$ cat src/rtl/cc_pkg.sv
`default_nettype none
// ============================================================================
// Module      : cc_pkg
// Description : Shared encodings, CC record layout and branch resolve helper.
// Revision    : 1.0 - initial release
// ============================================================================
package cc_pkg;

    localparam logic [2:0] NZP_IDLE = 3'b000;
    localparam logic [2:0] NZP_P    = 3'b001;
    localparam logic [2:0] NZP_Z    = 3'b010;
    localparam logic [2:0] NZP_N    = 3'b100;

    typedef enum logic [1:0] {
        BR_NZP    = 2'b00,
        BR_C      = 2'b01,
        BR_V      = 2'b10,
        BR_ALWAYS = 2'b11
    } br_mode_t;

    typedef enum logic [0:0] {
        ST_EMPTY = 1'b0,
        ST_FULL  = 1'b1
    } out_state_t;

    typedef struct packed {
        logic n;
        logic z;
        logic p;
        logic c;
        logic v;
    } cc_rec_t;

    function automatic logic cc_resolve(input cc_rec_t cc, input logic [2:0] mask,
                                        input br_mode_t mode);
        logic taken;
        taken = 1'b0;
        case (mode)
            BR_NZP:  taken = |({cc.n, cc.z, cc.p} & mask);
            BR_C:    taken = cc.c;
            BR_V:    taken = cc.v;
            default: taken = 1'b1;
        endcase
        return taken;
    endfunction

endpackage
`default_nettype wire

$ cat src/rtl/cc_branch_unit_if.sv
`default_nettype none
// ============================================================================
// Module      : cc_branch_unit_if
// Description : CC write, branch request and resolution handshake bundle.
// Revision    : 1.0 - initial release
// ============================================================================
interface cc_branch_unit_if #(
    parameter int DATA_W = 16,
    parameter int SEL_W  = 1,
    parameter int CNT_W  = 8
);
    logic              we_reg_in;
    logic [SEL_W-1:0]  cc_wsel_in;
    logic [DATA_W-1:0] result_in;
    logic              carry_in;
    logic              ovf_in;
    logic              br_valid_in;
    logic              br_ready_out;
    logic [SEL_W-1:0]  br_sel_in;
    logic [2:0]        br_mask_in;
    logic [1:0]        br_mode_in;
    logic              taken_valid_out;
    logic              taken_ready_in;
    logic              pc_ctl_0_out;
    logic [2:0]        state_out;
    logic [CNT_W-1:0]  taken_cnt_out;

    modport master (
        output we_reg_in, cc_wsel_in, result_in, carry_in, ovf_in,
        output br_valid_in, br_sel_in, br_mask_in, br_mode_in, taken_ready_in,
        input  br_ready_out, taken_valid_out, pc_ctl_0_out, state_out, taken_cnt_out
    );

    modport slave (
        input  we_reg_in, cc_wsel_in, result_in, carry_in, ovf_in,
        input  br_valid_in, br_sel_in, br_mask_in, br_mode_in, taken_ready_in,
        output br_ready_out, taken_valid_out, pc_ctl_0_out, state_out, taken_cnt_out
    );
endinterface
`default_nettype wire

$ cat src/rtl/cc_flag_gen.sv
`default_nettype none
// ============================================================================
// Module      : cc_flag_gen
// Description : Combinational NZP flag generation from an ALU result.
// Revision    : 1.0 - initial release
// ============================================================================
module cc_flag_gen #(
    parameter int DATA_W = 16
) (
    input  logic [DATA_W-1:0] result,
    output logic [2:0]        nzp
);
    logic w_n;
    logic w_z;

    assign w_n = result[DATA_W-1];
    assign w_z = (result == '0);
    assign nzp = {w_n, w_z, ~w_n & ~w_z};
endmodule
`default_nettype wire

$ cat src/rtl/cc_branch_unit.sv
`default_nettype none
// ============================================================================
// Module      : cc_branch_unit
// Description : Condition-code register file with handshaked branch resolve.
// Revision    : 1.0 - initial release
// ============================================================================
module cc_branch_unit
    import cc_pkg::*;
#(
    parameter int DATA_W = 16,
    parameter int NUM_CC = 2,
    parameter int SEL_W  = 1,
    parameter int BYPASS = 1,
    parameter int CNT_W  = 8
) (
    input  logic             clka,
    input  logic             reset_in,
    cc_branch_unit_if.slave  bus
);
    localparam logic [SEL_W:0] C_NUM_CC = (SEL_W+1)'(NUM_CC);

    cc_rec_t          r_cc [NUM_CC];
    out_state_t       r_state;
    out_state_t       w_state_nxt;
    logic             r_pc;
    logic [CNT_W-1:0] r_cnt;

    logic [2:0] w_nzp;
    cc_rec_t    w_wr_rec;
    cc_rec_t    w_rd_rec;
    logic       w_wr_valid;
    logic       w_ready;
    logic       w_accept;
    logic       w_taken;

    cc_flag_gen #(.DATA_W(DATA_W)) u_flag_gen (
        .result (bus.result_in),
        .nzp    (w_nzp)
    );

    assign w_wr_rec   = {w_nzp, bus.carry_in, bus.ovf_in};
    assign w_wr_valid = bus.we_reg_in && ({1'b0, bus.cc_wsel_in} < C_NUM_CC);

    always_ff @(posedge clka) begin
        if (reset_in) begin
            for (int i = 0; i < NUM_CC; i++) r_cc[i] <= '0;
        end else if (w_wr_valid) begin
            for (int i = 0; i < NUM_CC; i++) begin
                if ({1'b0, bus.cc_wsel_in} == (SEL_W+1)'(i)) r_cc[i] <= w_wr_rec;
            end
        end
    end

    // Out-of-range selects fall through to all-zero flags.
    always_comb begin
        w_rd_rec = '0;
        for (int i = 0; i < NUM_CC; i++) begin
            if ({1'b0, bus.br_sel_in} == (SEL_W+1)'(i)) w_rd_rec = r_cc[i];
        end
        if ((BYPASS != 0) && w_wr_valid && (bus.cc_wsel_in == bus.br_sel_in))
            w_rd_rec = w_wr_rec;
    end

    assign w_taken  = cc_resolve(w_rd_rec, bus.br_mask_in, br_mode_t'(bus.br_mode_in));
    assign w_ready  = (r_state == ST_EMPTY) || bus.taken_ready_in;
    assign w_accept = bus.br_valid_in && w_ready;

    always_ff @(posedge clka) begin
        if (reset_in) r_state <= ST_EMPTY;
        else          r_state <= w_state_nxt;
    end

    always_comb begin
        w_state_nxt = r_state;
        case (r_state)
            ST_EMPTY: if (w_accept) w_state_nxt = ST_FULL;
            ST_FULL:  if (!w_accept && bus.taken_ready_in) w_state_nxt = ST_EMPTY;
            default:  w_state_nxt = ST_EMPTY;
        endcase
    end

    always_ff @(posedge clka) begin
        if (reset_in) begin
            r_pc  <= 1'b0;
            r_cnt <= '0;
        end else if (w_accept) begin
            r_pc <= w_taken;
            if (w_taken && (r_cnt != {CNT_W{1'b1}})) r_cnt <= r_cnt + 1'b1;
        end
    end

    assign bus.br_ready_out    = w_ready;
    assign bus.taken_valid_out = (r_state == ST_FULL);
    assign bus.pc_ctl_0_out    = r_pc;
    assign bus.state_out       = {r_cc[0].n, r_cc[0].z, r_cc[0].p};
    assign bus.taken_cnt_out   = r_cnt;
endmodule
`default_nettype wire
$ cat src/flat_wrapper.sv
// flat-port wrapper written by rule: the top's interface ports become plain ports
module cc_branch_unit_flat import cc_pkg::*;
#(
    parameter int DATA_W = 16,
    parameter int NUM_CC = 2,
    parameter int SEL_W  = 1,
    parameter int BYPASS = 1,
    parameter int CNT_W  = 8
)
  (clka, reset_in, bus_we_reg_in, bus_cc_wsel_in, bus_result_in, bus_carry_in, bus_ovf_in, bus_br_valid_in, bus_br_sel_in, bus_br_mask_in, bus_br_mode_in, bus_taken_ready_in, bus_br_ready_out, bus_taken_valid_out, bus_pc_ctl_0_out, bus_state_out, bus_taken_cnt_out);
  cc_branch_unit_if #(.DATA_W(DATA_W), .SEL_W(SEL_W), .CNT_W(CNT_W)) bus_i ();
  input  logic clka;
  input  logic reset_in;
  input wire logic [$bits(bus_i.we_reg_in)-1:0] bus_we_reg_in;
  input wire logic [$bits(bus_i.cc_wsel_in)-1:0] bus_cc_wsel_in;
  input wire logic [$bits(bus_i.result_in)-1:0] bus_result_in;
  input wire logic [$bits(bus_i.carry_in)-1:0] bus_carry_in;
  input wire logic [$bits(bus_i.ovf_in)-1:0] bus_ovf_in;
  input wire logic [$bits(bus_i.br_valid_in)-1:0] bus_br_valid_in;
  input wire logic [$bits(bus_i.br_sel_in)-1:0] bus_br_sel_in;
  input wire logic [$bits(bus_i.br_mask_in)-1:0] bus_br_mask_in;
  input wire logic [$bits(bus_i.br_mode_in)-1:0] bus_br_mode_in;
  input wire logic [$bits(bus_i.taken_ready_in)-1:0] bus_taken_ready_in;
  output wire logic [$bits(bus_i.br_ready_out)-1:0] bus_br_ready_out;
  output wire logic [$bits(bus_i.taken_valid_out)-1:0] bus_taken_valid_out;
  output wire logic [$bits(bus_i.pc_ctl_0_out)-1:0] bus_pc_ctl_0_out;
  output wire logic [$bits(bus_i.state_out)-1:0] bus_state_out;
  output wire logic [$bits(bus_i.taken_cnt_out)-1:0] bus_taken_cnt_out;
  assign bus_i.we_reg_in = bus_we_reg_in;
  assign bus_i.cc_wsel_in = bus_cc_wsel_in;
  assign bus_i.result_in = bus_result_in;
  assign bus_i.carry_in = bus_carry_in;
  assign bus_i.ovf_in = bus_ovf_in;
  assign bus_i.br_valid_in = bus_br_valid_in;
  assign bus_i.br_sel_in = bus_br_sel_in;
  assign bus_i.br_mask_in = bus_br_mask_in;
  assign bus_i.br_mode_in = bus_br_mode_in;
  assign bus_i.taken_ready_in = bus_taken_ready_in;
  assign bus_br_ready_out = bus_i.br_ready_out;
  assign bus_taken_valid_out = bus_i.taken_valid_out;
  assign bus_pc_ctl_0_out = bus_i.pc_ctl_0_out;
  assign bus_state_out = bus_i.state_out;
  assign bus_taken_cnt_out = bus_i.taken_cnt_out;
  cc_branch_unit #(.DATA_W(DATA_W), .NUM_CC(NUM_CC), .SEL_W(SEL_W), .BYPASS(BYPASS), .CNT_W(CNT_W)) u_core (.clka(clka), .reset_in(reset_in), .bus(bus_i));
endmodule
$ cat config.mk
export PLATFORM = sky130hd
export DESIGN_NAME = cc_branch_unit_flat
export DESIGN_NICKNAME = d
export VERILOG_FILES = /design/src/rtl/cc_pkg.sv /design/src/rtl/cc_branch_unit_if.sv /design/src/rtl/cc_flag_gen.sv /design/src/rtl/cc_branch_unit.sv /design/src/flat_wrapper.sv
export SDC_FILE = /design/constraint.sdc
export NUM_CORES = 1
export LEC_CHECK = 0
export CAP_MARGIN = 40
export CORE_MARGIN = 4
export CORE_UTILIZATION = 43
export DETAILED_ROUTE_END_ITERATION = 8
export PLACE_DENSITY = 0.79
export SYNTH_ARGS = -nofsm -noshare
export SYNTH_HDL_FRONTEND = slang
export SYNTH_SLANG_ARGS = --single-unit
$ cat constraint.sdc
create_clock -name clka -period 2.55 [get_ports clka]
set_input_delay 0.255 -clock clka [delete_from_list [all_inputs] [get_ports clka]]
set_output_delay 0.255 -clock clka [all_outputs]
set_load 0.02 [all_outputs]
==> After elaboration in Yosys (flattened, before gate mapping) <==
Memories as Yosys holds them, arrays and structs flattened.
Index checks and enable logic that the tools add are counted.
{ "word_totals": {"n_memories": 1, "latchBits": 0, "ram_bits": 10, "output_inout_bits": 14, "mem_bits_ro": 0, "reg_bits": 10} }
{ "memory_table": {"columns": ["memory", "depth", "width", "read_ports", "rd_clocked_by_memory_dff", "wr", "line_no", "rtl"], "rows": [
  ["u_core.r_cc", 2, 5, 2, 0, 2, "cc_branch_unit.sv:22", "cc_rec_t r_cc [NUM_CC];"]
]} }
{ "classes": {"muxes": 18, "shift": 0, "bitwise_logic": 7, "magnitude_cmp": 0, "div_mod_pow": 0, "eq_ne": 4, "multipliers": 0, "reduce_logical": 10, "n_addsub": 1} }
{ "ops": {"columns": ["op", "n"], "rows": [
  ["2-to-1 mux 5 bit", 4],
  ["logical NOT 16 bit", 1],
  ["2-to-1 mux 1 bit", 12],
  ["adder 8 x 1 -> 8 bit, second input constant", 1],
  ["!= test 8 bit, second input constant", 1],
  ["logical AND 1 bit", 4],
  ["AND 3 bit", 1],
  ["inverter 1 bit", 3],
  ["one-hot mux 1 bit (3 select lines)", 1],
  ["OR reduction 3 bit", 1],
  ["equality test 2 x 1 -> 1 bit, second input constant", 1],
  ["equality test 2 bit, second input constant", 1],
  ["logical NOT 2 bit", 1],
  ["bitwise OR 1 bit", 2],
  ["one-hot mux 1 bit (2 select lines)", 1],
  ["AND reduction 2 bit", 1],
  ["AND 1 bit", 1],
  ["equality test 1 bit", 1],
  ["logical NOT 1 bit", 1],
  ["logical OR 1 bit", 1]
]} }

==> Logic depth before layout (Yosys ltp) <==
Gate-level depths: netlist of run 1.
{ "depth": {"word_depth": 9, "depth_mapped": 8, "ltp_nobuf": 7} }

==> Modules after synthesis <==
Synthesis of run 1 repeated with hierarchy kept, for this count alone.
{ "unflattened": {"cells_unflattened": 109, "hier_area_um2": 1111.1} }
{ "modules_own_cells": {"columns": ["mod", "n_inst", "area_per_inst_um2", "cells_each", "seq_area_each_um2"], "rows": [
  ["cc_branch_unit", 1, 1053.5, 101, 500.5],
  ["cc_flag_gen", 1, 57.6, 8, 0.0]
]} }

==> Least setup slack after synthesis of run 1 <==
No wires, ideal clock.
{ "synth_timing": {"kind": "input to register", "from": "in bus_result_in[10]", "to": "reg u_core.r_cnt[0] (netlist: u_core.bus.taken_cnt_out[0])", "arrival_ns": 1.903, "t_required_ns": 2.429, "path_buffers": 1, "path_stages": 7, "setup_slack_ns": 0.526, "setup_time_ns": 0.121, "cell_sequence": "nor4_1 nand4_1 mux2_4 a2111oi_4 buf_6 nor2_2 mux2_4"} }
{ "synth_via": {"elab_chain_len": 9} }
{ "synth_rtl": {"columns": ["element", "line_no", "rtl"], "rows": [
  ["start, declared", "flat_wrapper.sv:16", "input wire logic [$bits(bus_i.result_in)-1:0] bus_result_in;"],
  ["logical NOT 16 bit *", "cc_flag_gen.sv:17", "assign w_z = (result == '0);"],
  ["inverter 1 bit", "cc_flag_gen.sv:18", "assign nzp = {w_n, w_z, ~w_n & ~w_z};"],
  ["AND 1 bit", "cc_flag_gen.sv:18", null],
  ["2-to-1 mux 5 bit *", "cc_branch_unit.sv:60", "if ((BYPASS != 0) && w_wr_valid && (bus.cc_wsel_in == bus.br_sel_in))"],
  ["AND 3 bit *", "cc_pkg.sv:39", "BR_NZP: taken = |({cc.n, cc.z, cc.p} & mask);"],
  ["OR reduction 3 bit *", "cc_pkg.sv:39", null],
  ["one-hot mux 1 bit (3 select lines) *", "cc_pkg.sv:38", "case (mode)"],
  ["logical AND 1 bit *", "cc_branch_unit.sv:88", "if (w_taken && (r_cnt != {CNT_W{1'b1}})) r_cnt <= r_cnt + 1'b1;"],
  ["AND reduction 2 bit (no source line) *", null, null],
  ["end signal, assigned", "cc_branch_unit.sv:88", null],
  ["end, declared", "cc_branch_unit.sv:26", "logic [CNT_W-1:0] r_cnt;"]
]} }
Every way passes the cells marked *; elsewhere a longest branch is shown, timed or not.
A chain may end at the register's enable or synchronous reset.

==> Worst setup path in the final report of run 1 <==
{ "layout_timing": {"from": "in bus_br_sel_in", "to": "reg u_core.r_cnt[3] (netlist: u_core.bus.taken_cnt_out[3])"} }
{ "layout_via": {"elab_chain_len": 8} }
{ "layout_rtl": {"columns": ["element", "line_no", "rtl"], "rows": [
  ["start, declared", "flat_wrapper.sv:20", "input wire logic [$bits(bus_i.br_sel_in)-1:0] bus_br_sel_in;"],
  ["equality test 1 bit", "cc_branch_unit.sv:60", null],
  ["logical AND 1 bit", "cc_branch_unit.sv:60", null],
  ["2-to-1 mux 5 bit *", "cc_branch_unit.sv:60", null],
  ["AND 3 bit", "cc_pkg.sv:39", null],
  ["OR reduction 3 bit", "cc_pkg.sv:39", null],
  ["one-hot mux 1 bit (3 select lines) *", "cc_pkg.sv:38", null],
  ["logical AND 1 bit *", "cc_branch_unit.sv:88", null],
  ["AND reduction 2 bit (no source line) *", null, null]
]} }
Marks and branches as above.

==> impl_metrics.csv, run 1 <==
group,metric,value,unit
run_status,status,"complete, no violations",
yosys,synth_top_area_share,26.85,%
timing,fmax,0.4475,GHz
yosys,syn_inst,109,
critical_path,worstPathBufferInverterCount,2,
route,dr.pass1.iters,4,
timing,rsz0062_at_grt,"no",
route,antenna_left,0,
route,num_vias,1005,
route,drc,0,
critical_path,crit_path_frequent_cell,"a21oi_1",
die,ioPinCount,44,
hold_path,holdPathStages,2,
clock_network,cts_resized,0,
global_routing,grt_pass1_wl,4560,µm
hold_path,holdPathEnd,"u_core.bus.pc_ctl_0_out",
timing,post-route-period-util,87.64,%
critical_path,path_cells,"clkdlybuf4s50_1, xnor2_1, a22o_1, a21oi_1, a2111oi_4, buf_4, or4_1, a21oi_1",
placed_design,placed_cell_area,1578,µm²
yosys,synth_edf_count,10,
critical_path,crit_type,"in -> reg",
critical_path,r2r_end,"u_core.bus.taken_cnt_out[0]",
yosys,yosysWarningCount,0,
route,wl_met2,1409,µm
cells_and_area,finalNonFillerCells,184,
clock_network,holdBufCountCts,0,
timing,hold_viol_final,0,
yosys,avgSynthCellArea,10.26,µm²
clock_network,post-cts-setup-buffers,0,
yosys,synth_area_leaders,"edfxtp_1, dfxtp_1, mux2_4",
yosys,ys_seq_area_share,44.74,%
clock_network,clk_latency,310,ps
critical_path,timing.rr.start,"u_core.r_cc[0][2]",
critical_path,path_max_fanout,12,
power_and_ir_drop,power.static_leakage,0.5795,nW
route,drtIter0Drc,28,
timing,timing.slew.headroom,77.66,%
die,placementRows,18,
clock_network,clock_path_buffers,2,
die,core_area,2477,µm²
clock_network,numCtsBuffers,3,
cells_and_area,final_area,1604,µm²
route,routedWlPerCell,15.00,µm
critical_path,r2r_slack,660,ps
yosys,yosysUniqueCellTypes,40,
global_routing,grt_max_degree,13,
global_routing,grt_overflow,0,
timing,finClkSkew,8.101,ps
die,die_h,59.01,µm
critical_path,critPathCaptureType,"register",
yosys,yosys.area.top_type,"edfxtp_1",
clock_network,cts_tree,"done",
global_routing,antenna_found_initial,0,
hold_path,hold_path_class,"reg -> reg",
placed_design,dp_hpwl,2197,µm
power_and_ir_drop,power_density,431.8,nW/µm²
route,viasPerCell,5.462,
timing,tightestPinTransition,334.1,ps
run,cap_violations,0,
die,die_x,59.01,µm
cells_and_area,drive_gt1_share,13.64,%
yosys,postSynthNetCount,140,
hold_path,hold_start,"u_core.bus.pc_ctl_0_out",
critical_path,required,2810,ps
timing,fin_ws,315.1,ps
yosys,synthFlopType,"edfxtp_1",
route,drt_wl_total,2760,µm
clock_network,cts_sinks,20,
global_routing,grt_pass1_vias,1012,
route,dr_wl_met3,149,µm
placed_design,port-buffer-count,43,
critical_path,ff2ff_path_depth,7,
cells_and_area,diodes,0,
cells_and_area,fin_nets,186,
timing,setup_viol,0,
clock_network,clkTransAtPathRegs,120,ps
yosys,ys_async_sr_fraction,0,%
placed_design,place_ws,-27.14,ps
route,highest_layer,"met4",
critical_path,critPathTopFamily,"buffers and inverters",
die,fp.dieArea,3482,µm²
critical_path,cp.arrival,2490,ps
yosys,synthesis.area,1119,µm²
placed_design,dpl.cell_count,180,
critical_path,critical_path.startpoint_type,"primary input",
cells_and_area,postLayoutCoreUtil,64.75,%
critical_path,slowest_delay,670,ps
yosys,synth_commonest_cells,"dfxtp_1, edfxtp_1, nand2_1",
cells_and_area,fillers,227,
yosys,ys_seq_elements,20,
global_routing,grtUsageTotal,17.11,%
power_and_ir_drop,irDropWorstVdd,328.8,µV
timing,final_max_slew_viol_count,0,
placed_design,place_congestion,0.8246,
route,met1_length,1150,µm
clock_network,root_buffer,"clkbuf_4",
clock_network,cts_htree_levels,1,
die,start_util,45.15,%
cells_and_area,areaGrowthSynthToFinish,43.40,%
timing,fin_crit,2235,ps
critical_path,crit_slowest_cell,"clkdlybuf4s50_1",
[placed cells by master (no fill, tap or decap), drive strengths merged, types with 3 or more instances in the layout]
master	synthesis	routed
nor2	6	6
and3	3	3
clkbuf	2	3
nor2b	4	4
or4	3	3
mux2	6	6
dfxtp	10	10
o31ai	3	3
clkdlybuf4s50	0	43
nor4	4	4
inv	5	5
a21oi	8	8
nand3	5	5
nand2b	3	3
nand2	10	10
buf	5	5
edfxtp	10	10
[state kept, by name (all words and copies together), names as in the netlist]
name and flops:
u_core.r_cc 10, u_core.bus.taken_valid_out 1, u_core.bus.taken_cnt_out 8, u_core.bus.pc_ctl_0_out 1
[logic make-up (layout without fill, tap and decap cells)]
| logic type | after synthesis | after routing | synth area share (%) |
|---|---|---|---|
| multiplexers | 8 | 8 | 8.836 |
| AO/OA/AOI/OAI | 20 | 20 | 14.43 |
| adder cells (fa/ha/maj) | 1 | 1 | 1.118 |
| flip-flops | 20 | 20 | 44.74 |
| buffers and inverters | 13 | 58 | 6.152 |
| AND/OR/NAND/NOR | 46 | 46 | 23.94 |
| XOR/XNOR | 1 | 1 | 0.7831 |
[final cells by class]
| class | count | area, µm² | share of cell area [%] |
|---|---|---|---|
| Multi-Input combinational cell | 76 | 549.3 | 34.24 |
| Sequential cell | 20 | 500.5 | 31.20 |
| Timing Repair Buffer | 48 | 467.9 | 29.17 |
| Tap cell | 30 | 37.54 | 2.340 |
| Clock buffer | 3 | 22.52 | 1.404 |
| Inverter | 6 | 22.52 | 1.404 |
| Clock inverter | 1 | 3.754 | 0.2340 |
[stage by stage]
stage,power [mW],hold WS (ps),TNS (ps)
after CTS,0.6970,464.7,0
after global placement,0.5361,445.1,0
final,0.6926,463.7,0
after global routing,0.7210,507.9,0
after floorplan,0.4583,384.5,0
after detailed placement,0.5409,449.4,-56.56
[power by group]
part,total (mW),internal [mW],switching (mW),leakage (nW)
combinational,0.167,0.0922,0.0749,0.381
sequential,0.366,0.357,0.00858,0.183
clock,0.160,0.0572,0.102,0.0154
total,0.693,0.507,0.186,0.579
[how the worst max path moves through the flow]
stage                                  end  slack (ps)  cells past startpoint               from
3_3_place_gp   u_core.bus.taken_cnt_out[3]          10                      8      bus_br_sel_in
4_1_cts        u_core.bus.taken_cnt_out[3]         320                      8      bus_br_sel_in
3_5_place_dp   u_core.bus.taken_cnt_out[0]         -30                      8  bus_result_in[10]
5_1_grt        u_core.bus.taken_cnt_out[5]         200                      7      bus_br_sel_in
6_report       u_core.bus.taken_cnt_out[3]         320                      8      bus_br_sel_in
2_1_floorplan  u_core.bus.taken_cnt_out[0]         530                      7  bus_result_in[10]
[routing by layer]
| metal | vias up | track usage [%] |
|---|---|---|
| met5 | - | 0 |
| met4 | 0 | 6.796 |
| met3 | 4 | 3.050 |
| met2 | 33 | 29.34 |
| met1 | 471 | 21.17 |
| li1 | 497 | - |
[worst reg2reg max path: cells and delay by family (launching register included)]
kind / cells / cell delay, ps
compound gates: 3 / 530
buf+inv: 1 / 230
flops: 1 / 400
simple gates: 1 / 80
mux: 2 / 560
Power figures use the tool's default switching activity.
==> run 2, diff against run 1 <==
CORE_UTILIZATION = 25   (was 43)
PLACE_DENSITY = default   (was 0.79)
==> run 2 against run 1 <==
Compared with the run above: critical endpoint unchanged; maximum frequency down 2.9%; sequential power about the same; die area up 61%; clock power up 28%.
==> impl_metrics.csv, run 2 (same netlist as run 1, synthesis figures left out) <==
group,metric,value,unit
run_status,status,"complete, no violations",
cells_and_area,final_area,1650,µm²
critical_path,crit_path_frequent_cell,"a21oi_1",
clock_network,clk_latency,250,ps
critical_path,r2r_end,"u_core.bus.taken_cnt_out[0]",
clock_network,numCtsBuffers,3,
hold_path,hold_path_class,"reg -> reg",
cells_and_area,largest_reg_flops,10,
run,cap_violations,0,
clock_network,cts_htree_levels,1,
cells_and_area,fillers,418,
critical_path,critPathTopFamily,"buffers and inverters",
route,routedWlPerCell,14.38,µm
placed_design,port-buffer-count,43,
critical_path,cp.arrival,2490,ps
route,antenna_left,0,
die,fp.dieArea,5609,µm²
timing,finClkSkew,2.536,ps
critical_path,path_cells,"clkdlybuf4s50_1, xnor2_1, a22o_1, a21oi_1, a2111oi_4, buf_4, or4_1, a21oi_1",
critical_path,ff2ff_path_depth,7,
clock_network,clock_path_buffers,2,
timing,final_max_slew_viol_count,0,
timing,fmax,0.4346,GHz
die,placementRows,24,
critical_path,path_max_fanout,12,
timing,timing.slew.headroom,78.41,%
global_routing,grt_max_degree,13,
critical_path,critPathCaptureType,"register",
power_and_ir_drop,irDropWorstVdd,170.8,µV
critical_path,crit_type,"in -> reg",
clock_network,clkTransAtPathRegs,70,ps
cells_and_area,regMostFlops,"u_core.r_cc",
clock_network,post-cts-setup-buffers,0,
cells_and_area,fin_nets,186,
critical_path,crit_slowest_cell,"clkdlybuf4s50_1",
critical_path,critical_path.startpoint_type,"primary input",
critical_path,slowest_delay,660,ps
global_routing,grt_pass1_wl,4519,µm
route,drtIter0Drc,35,
global_routing,antenna_found_initial,0,
critical_path,required,2740,ps
placed_design,placed_cell_area,1605,µm²
die,start_util,25.69,%
die,ioPinCount,44,
cells_and_area,diodes,0,
route,viasPerCell,4.748,
timing,fin_crit,2301,ps
power_and_ir_drop,power.static_leakage,0.5872,nW
route,drc,0,
critical_path,worstPathBufferInverterCount,2,
timing,hold_viol_final,0,
clock_network,cts_tree,"done",
timing,rsz0062_at_grt,"no",
timing,setup_viol,0,
die,die_h,74.89,µm
timing,post-route-period-util,90.23,%
placed_design,place_ws,-32.33,ps
critical_path,timing.rr.start,"u_core.r_cc[0][2]",
die,die_x,74.89,µm
clock_network,cts_sinks,20,
route,drt_wl_total,2962,µm
cells_and_area,drive_gt1_share,13.64,%
critical_path,r2r_slack,690,ps
clock_network,holdBufCountCts,0,
hold_path,holdPathStages,2,
global_routing,grt_overflow,0,
route,num_vias,978,
placed_design,place_congestion,0.7155,
global_routing,grt_pass1_vias,996,
clock_network,cts_resized,0,
timing,tightestPinTransition,322.9,ps
placed_design,dp_hpwl,2389,µm
hold_path,hold_start,"u_core.bus.pc_ctl_0_out",
cells_and_area,final_cell_mix,"clkdlybuf4s50_1, dfxtp_1, edfxtp_1, nand2_1, a21oi_1",
cells_and_area,areaGrowthSynthToFinish,47.54,%
timing,fin_hold_ws,466.8,ps
global_routing,grtUsageTotal,10.51,%
hold_path,holdPathEnd,"u_core.bus.pc_ctl_0_out",
die,core_area,4354,µm²
cells_and_area,layout_commonest_cell,"clkdlybuf4s50_1",
power_and_ir_drop,power_density,448.1,nW/µm²
route,dr.pass1.iters,4,
timing,tns,0,ps
clock_network,root_buffer,"clkbuf_8",
timing,fin_ws,249.2,ps
[run 2: cell counts in the layout (fill, tap and decap cells not counted)]
No cell type changed its count.
[run 2: power by group]
group	internal (mW)	leakage (nW)	total (mW)	switching (mW)
logic	0.0920	0.381	0.167	0.0753
registers	0.358	0.183	0.367	0.00924
clock network	0.107	0.0231	0.205	0.0984
[run 2: metal layers]
metal	GRT usage, %	wire [µm]	vias to the layer above
li1	-	-	496
met1	13.29	1281	456
met2	18.09	1503	24
met3	2.136	161	2
met4	2.964	15	0
met5	0	0	-
[run 2: worst register-to-register path, stage by stage, from the launching register on]
cell and delay [ps]:
edfxtp_1 380, mux2_2 270, a22oi_1 180, a21oi_1 140
a2111oi_4 190, buf_4 230, nor2_2 80, mux2_4 290
[run 2: cell type report]
class	count	area, µm²	share of cell area, %
Clock inverter	1	3.754	0.2274
Tap cell	52	65.06	3.942
Multi-Input combinational cell	76	549.3	33.28
Sequential cell	20	500.5	30.33
Clock buffer	3	41.29	2.502
Inverter	6	22.52	1.365
Timing Repair Buffer	48	467.9	28.35
[run 2: worst max-delay path by stage]
| stage | endpoint | slack, ps | cells after the start | from |
|---|---|---|---|---|
| 3_5_place_dp | u_core.bus.taken_cnt_out[3] | -30 | 8 | bus_br_sel_in |
| 4_1_cts | u_core.bus.taken_cnt_out[3] | 230 | 8 | bus_br_sel_in |
| 5_1_grt | u_core.bus.taken_cnt_out[3] | 80 | 8 | bus_br_sel_in |
| 2_1_floorplan | u_core.bus.taken_cnt_out[0] | 530 | 7 | bus_result_in[10] |
| 3_3_place_gp | u_core.bus.taken_cnt_out[5] | 10 | 8 | bus_br_sel_in |
| 6_report | u_core.bus.taken_cnt_out[3] | 250 | 8 | bus_br_sel_in |
[run 2: stage by stage]
stage | utilization [%] | cells | power (mW)
global placement | 36.87 | 202 | 0.5377
detailed placement | 36.87 | 202 | 0.5428
floorplan | - | 109 | 0.4583
global route | 37.90 | 206 | 0.7823
finish | 37.90 | 206 | 0.7395
CTS | 37.90 | 206 | 0.7541
==> run 3, diff against run 2 <==
SKIP_CTS_REPAIR_TIMING = 1   (was default)
==> results of run 3 <==
Same layout as run 2: the final DEF is identical, and so are final timing and power.
